==> config.mk <==
export PLATFORM = sky130hd
export DESIGN_NAME = fetch_predecode
export DESIGN_NICKNAME = d
export VERILOG_FILES = /design/src/rtl/riscv_pkg.sv /design/src/rtl/predecode_classify.sv /design/src/rtl/fetch_predecode.sv
export SDC_FILE = /design/constraint.sdc
export NUM_CORES = 1
export LEC_CHECK = 0
export CORE_UTILIZATION = 45
export DETAILED_ROUTE_END_ITERATION = 6
export HOLD_SLACK_MARGIN = 0.05
export PLACE_DENSITY = 0.72
export SLEW_MARGIN = 30
export SYNTH_ARGS = -nofsm -noshare
export SYNTH_HDL_FRONTEND = slang
export SYNTH_SLANG_ARGS = --single-unit
==> constraint.sdc <==
create_clock -name clk -period 4.3 [get_ports clk]
set_clock_uncertainty 0.05 [all_clocks]
set_input_delay 1.075 -clock clk [delete_from_list [all_inputs] [get_ports clk]]
set_output_delay 1.075 -clock clk [all_outputs]
set_load 0.1 [all_outputs]
==> src/rtl/riscv_pkg.sv <==
// Shared RISC-V constants, return-address-stack op classes and the pre-decode entry
// format used by the fetch pre-decode stage.
package riscv_pkg;

    localparam int unsigned XLEN = 32;
    localparam int unsigned ILEN = 32;

    localparam logic [6:0] OPC_JAL  = 7'b1101111;
    localparam logic [6:0] OPC_JALR = 7'b1100111;

    typedef enum logic [1:0] {
        RAS_NONE     = 2'd0,
        RAS_CALL     = 2'd1,
        RAS_RET      = 2'd2,
        RAS_CALL_RET = 2'd3
    } ras_op_cls_t;

    // One buffered instruction with its classification captured at entry
    typedef struct packed {
        logic [XLEN-1:0] pc;
        logic [ILEN-1:0] instr;
        ras_op_cls_t     cls;
        logic            is_jal;
        logic [XLEN-1:0] jal_target;
    } pd_entry_t;

    function automatic logic is_link_reg(input logic [4:0] r, input logic x5_en);
        return (r == 5'd1) || (x5_en && (r == 5'd5));
    endfunction

endpackage

==> src/rtl/predecode_classify.sv <==
// Combinational classifier: sorts an instruction into a RAS op class and
// computes the JAL target.
module predecode_classify
    import riscv_pkg::*;
#(
    parameter bit LINK_X5_EN = 1'b1
) (
    input  logic [ILEN-1:0] instr,
    input  logic [XLEN-1:0] pc,
    output ras_op_cls_t     cls,
    output logic            is_jal,
    output logic [XLEN-1:0] jal_target
);

    logic [6:0]      opcode;
    logic [4:0]      rd;
    logic [4:0]      rs1;
    logic            rd_link;
    logic            rs1_link;
    logic [XLEN-1:0] j_imm;

    assign opcode   = instr[6:0];
    assign rd       = instr[11:7];
    assign rs1      = instr[19:15];
    assign rd_link  = is_link_reg(rd, LINK_X5_EN);
    assign rs1_link = is_link_reg(rs1, LINK_X5_EN);

    assign j_imm = {{(XLEN-21){instr[31]}}, instr[31], instr[19:12], instr[20], instr[30:21], 1'b0};
    assign jal_target = pc + j_imm;

    // JALR with both link registers: a differing pair is a coroutine swap (pop then push)
    always_comb begin
        cls    = RAS_NONE;
        is_jal = 1'b0;
        case (opcode)
            OPC_JAL: begin
                is_jal = 1'b1;
                cls    = rd_link ? RAS_CALL : RAS_NONE;
            end
            OPC_JALR: begin
                if (!rd_link && rs1_link) begin
                    cls = RAS_RET;
                end else if (rd_link && !rs1_link) begin
                    cls = RAS_CALL;
                end else if (rd_link && rs1_link) begin
                    cls = (rd != rs1) ? RAS_CALL_RET : RAS_CALL;
                end
            end
            default: ;
        endcase
    end

endmodule

==> src/rtl/fetch_predecode.sv <==
// Registered pre-decode stage with a main + skid buffer; drives RAS push/pop and
// early redirects for JAL targets and RAS-predicted returns.
module fetch_predecode
    import riscv_pkg::*;
#(
    parameter bit LINK_X5_EN = 1'b1,
    parameter bit SKID_EN    = 1'b1
) (
    input  logic            clk,
    input  logic            reset_n,
    input  logic            flush,
    input  logic            in_valid,
    output logic            in_ready,
    input  logic [XLEN-1:0] in_pc,
    input  logic [ILEN-1:0] in_instr,
    output logic            out_valid,
    input  logic            out_ready,
    output logic [XLEN-1:0] out_pc,
    output logic [ILEN-1:0] out_instr,
    output logic            out_redirect,
    output logic [XLEN-1:0] out_target,
    output logic            ras_push,
    output logic            ras_pop,
    output logic [XLEN-1:0] ras_return_addr,
    input  logic [XLEN-1:0] ras_predicted_return,
    input  logic            ras_valid
);

    pd_entry_t   main_q, main_d;
    pd_entry_t   skid_q, skid_d;
    logic        main_valid, main_valid_d;
    logic        skid_valid, skid_valid_d;
    pd_entry_t   in_entry;
    ras_op_cls_t in_cls;
    logic        in_is_jal;
    logic [XLEN-1:0] in_jal_target;
    logic        in_fire;
    logic        out_fire;

    predecode_classify #(
        .LINK_X5_EN (LINK_X5_EN)
    ) u_classify (
        .instr      (in_instr),
        .pc         (in_pc),
        .cls        (in_cls),
        .is_jal     (in_is_jal),
        .jal_target (in_jal_target)
    );

    assign in_entry = '{pc: in_pc, instr: in_instr, cls: in_cls,
                        is_jal: in_is_jal, jal_target: in_jal_target};

    assign in_ready  = SKID_EN ? !skid_valid : (!main_valid || out_ready);
    assign in_fire   = in_valid && in_ready;
    assign out_valid = main_valid;
    assign out_fire  = out_valid && out_ready;

    // Buffer next-state: flush wins, then drain/refill, then fill
    always_comb begin
        main_d       = main_q;
        skid_d       = skid_q;
        main_valid_d = main_valid;
        skid_valid_d = skid_valid;
        if (flush) begin
            main_valid_d = 1'b0;
            skid_valid_d = 1'b0;
        end else if (out_fire) begin
            if (skid_valid) begin
                main_d       = skid_q;
                skid_valid_d = 1'b0;
            end else begin
                main_valid_d = in_fire;
                if (in_fire) begin
                    main_d = in_entry;
                end
            end
        end else if (in_fire) begin
            if (!main_valid) begin
                main_valid_d = 1'b1;
                main_d       = in_entry;
            end else if (SKID_EN) begin
                skid_valid_d = 1'b1;
                skid_d       = in_entry;
            end
        end
    end

    always_ff @(posedge clk or negedge reset_n) begin
        if (!reset_n) begin
            main_valid <= 1'b0;
            skid_valid <= 1'b0;
            main_q     <= '0;
            skid_q     <= '0;
        end else begin
            main_valid <= main_valid_d;
            skid_valid <= skid_valid_d;
            main_q     <= main_d;
            skid_q     <= skid_d;
        end
    end

    assign out_pc          = main_q.pc;
    assign out_instr       = main_q.instr;
    assign ras_return_addr = main_q.pc + XLEN'(4);

    // Redirect/target from main; RAS ops only on a retiring, non-flushed entry
    always_comb begin
        out_redirect = 1'b0;
        out_target   = '0;
        ras_push     = 1'b0;
        ras_pop      = 1'b0;
        if (main_valid) begin
            if (main_q.is_jal) begin
                out_redirect = 1'b1;
                out_target   = main_q.jal_target;
            end else if (main_q.cls == RAS_RET || main_q.cls == RAS_CALL_RET) begin
                out_redirect = ras_valid;
                out_target   = ras_predicted_return;
            end
            if (out_fire && !flush) begin
                ras_push = (main_q.cls == RAS_CALL) || (main_q.cls == RAS_CALL_RET);
                ras_pop  = (main_q.cls == RAS_RET)  || (main_q.cls == RAS_CALL_RET);
            end
        end
    end

endmodule
==> summary.md <==
| Metric | Value |
|---|---|
| Status | finished clean |
| Max_cap viols | 0 |
| Die W | 161.2 um |
| Routing usage on met1 | 33.88% |
| N_diodes | 0 |
| Vias in the first global route | roughly 9400 |
| CP Max Fanout | 7 |
| Final period demand of the worst path | 4.110 ns |
| Global-route wire length before repair | 51.32 mm |
| Met3 usage | 4.212% |
| Mapped Area | 0.01140 mm^2 |
| Post-synthesis instance total | ~1400 |
| Drt wl/cell | 17.01 um |
| Antenna viol nets, final | 0 |
| Sequential fraction of the synthesis area | 43.45% |
| Pins Over Slew Limit | 0 |
| Worst Path Class, Setup | flop to output pin |
| Design area | ~0.014 mm^2 |
| CTS tree | yes |
| Root buffer cell | clkbuf_16 |
| Vias/cell | 5.372 |
| Hold_buf cts | 0 |
| Most frequent cells in the layout | 464 x nand2_1, 198 x dfrtp_1, 170 x clkdlybuf4s50_1 |
| Post-synth EDFFs | 0 |
| Share of cells above drive strength 1 | 9.484% |
| Cell Chain, Critical Path | ha_1 -> nand3_1 -> nor2_1 -> and2_1 -> nor2b_1 -> nand4_1 -> xnor2_1 -> buf_12 |
| Initial Util | 46.34% |
| #FFs+latches synth | a little under 200 |
| Tightest Pin Transition | 1.023 ns |
| RSZ-0062 raised after global routing | false |
| Die H | 161.2 um |
| Worst-Skew Late Latency | 0.43 ns |
| H-tree depth | 4 |
| Reg2reg setup slack | 1.79 ns |
| Net count after synthesis | ~1500 |
| Setup tns final | 0 ns |
| Post-route DRC | 0 |
| # port buffers | ~230 |
| Tot GR Track Use | 24.78% |
| Core Area | between 0.02 and 0.025 mm^2 |
| Pre-antenna DRT Iters | 7 |
| Vias | 10070 |
| Worst VDD drop | 390.6 uV |
| Iter 0 DRT Violations | slightly below 700 |
| Area Overhead vs Synth | 24.43% |
| R2r worst-path depth | 6 |
| Pwr dens | slightly above 500 mW/mm^2 |
| CP startpoint | out_pc[2] |
| Startpoint types | flop |
| CTS Buf Count | 17 |
| Slowest stage delay, CP | 0.55 ns |
| Power Total | 7302 uW |
| Final setup violation count | 0 |
| Busiest grt layer | met2 |
| Global route total overflow | 0 |
| Fill count | 2265 |
| Largest net degree at the start of global routing | 114 |
| CP endpoint kind | output pin |
| Final Hold Fails | 0 |
| Reg-to-Reg End | main_q[20] |
| Post-synthesis async set-or-reset flop share | 100.0% |
| Final worst-path cycle share | 95.59% |
| Clk slew on worst S/H paths | 0.07 ns |
| Io pins | 235 |
| Slew HR | 31.61% |
| GP Congestion | 0.9179 |
| Final net count | about 1700 |
| Postcts setup bufs | 0 |
| Wirelength, routed | 31.88 mm |
| Critical Path AT | 2.99 ns |
| Initial antenna violation count | 0 |
| Critical Path Sink | ras_return_addr[20] |
| Leakage Power | 0.006411 uW |
| CTS resizes | 0 |
| WP data required | 3.17 ns |
| Row cnt | 57 |
| Non-filler instance count after layout | between 1500 and 2000 |
| Clock buffer depth | 2 |
| Placed instance area | approximately 0.014 mm^2 |
| Yosys warns | 0 |
| Dpl cells | 1844 |
| Reg2reg start | out_valid |
| Die area | approximately 0.026 mm^2 |
| Detailed placement HPWL | 22.58 mm |
| Clk sinks | 198 |
| Slowest CP cell | nor2b_1 |
| Worst Hold Class | flop to flop |
| Commonest non-fill, non-tap cell in the layout | nand2_1 |
| Most used DFF post-synth | dfrtp_1 |
| Met2 Use GR | between 40% and 50% |
| Post-synthesis average cell area | 8.081 um^2 |
| Synth unique cells | 61 |
| Fmax | 0.2433 GHz |
## final cells by class
type                       instances  area (um^2)  share of cell area [%]
timing repair buffer             256         2566                   18.09
tap                              324        405.4                   2.857
sequential                       198         4955                   34.92
clock inverter                    12        143.9                   1.014
clock buffer                      18        429.2                   3.025
inverter                          14        52.55                  0.3704
multi-input combinational       1052         5635                   39.72
## cell families (layout without fill, tap and decap cells)
kind of cell / after synthesis / count (layout) / share of synthesized area (%)
adder cells (fa/ha/maj): 32 / 32 / 3.577
buffers and inverters: 161 / 300 / 7.517
XOR/XNOR: 58 / 58 / 4.455
AND/OR/NAND/NOR: 697 / 697 / 25.94
flip-flops: 198 / 198 / 43.45
AO/OA/AOI/OAI: 265 / 265 / 15.06
## critical path: cells and delay by family (launching register included)
kind	cells	cell delay, ns
flops	1	0.48
buf+inv	1	0.21
xor+xnor	1	0.28
simple gates	5	1.35
fa+ha+maj	1	0.23
## flip-flops by register name, indices dropped and copies added (netlist names)
signal and cells:
out_pc 32, out_instr 32, skid_q 98, main_q 34
out_valid 1, skid_valid 1
## worst min path at each step
stage | endpoint | cells past startpoint | start
final | skid_q[25] | 2 | skid_q[25]
after global routing | skid_q[14] | 2 | skid_q[14]
after CTS | skid_q[25] | 2 | skid_q[25]
after detailed placement | skid_q[16] | 2 | skid_q[16]
after global placement | skid_q[24] | 2 | skid_q[24]
after floorplan | skid_q[18] | 2 | skid_q[18]
## through the flow
stage	hold WS [ns]	util (%)	setup WS [ns]
2_1_floorplan	0.3918	-	-0.2920
3_3_place_gp	0.4037	55.33	0.4162
3_5_place_dp	0.4121	55.33	0.3672
4_1_cts	0.4281	57.66	0.1554
5_1_grt	0.4388	57.66	0.0004730
6_report	0.4223	57.66	0.1896
## synth_stat cells, drive strengths merged (5+ instances only)
cell / number / share of area, %
nand2: 464 / 15
dfrtp: 198 / 43
nor2: 104 / 3.4
a31oi: 82 / 4.6
clkbuf: 74 / 2.5
buf: 73 / 4.6
a21oi: 55 / 2.5
o21ai: 54 / 2.5
xnor2: 40 / 3.1
nor2b: 37 / 2.0
a22oi: 31 / 2.0
ha: 31 / 3.4
nand3: 24 / 1.2
xor2: 18 / 1.4
and3: 16 / 0.93
nand4: 16 / 0.88
inv: 14 / 0.46
a21o: 9 / 0.59
o21bai: 9 / 0.59
and2: 6 / 0.34
o211ai: 5 / 0.42
## power by group
| part | internal (uW) | total [uW] | switching, uW |
|---|---|---|---|
| Combinational | 844 | 3080 | 2230 |
| Clock | 867 | 1610 | 744 |
| Sequential | 2290 | 2610 | 320 |
## per-layer routing
metal	vias up	routed length, um
li1	4924	-
met1	4815	14010
met4	0	661
met3	40	1690
met2	289	15520
met5	-	0
Note: power is estimated with default switching activity, not from simulation.
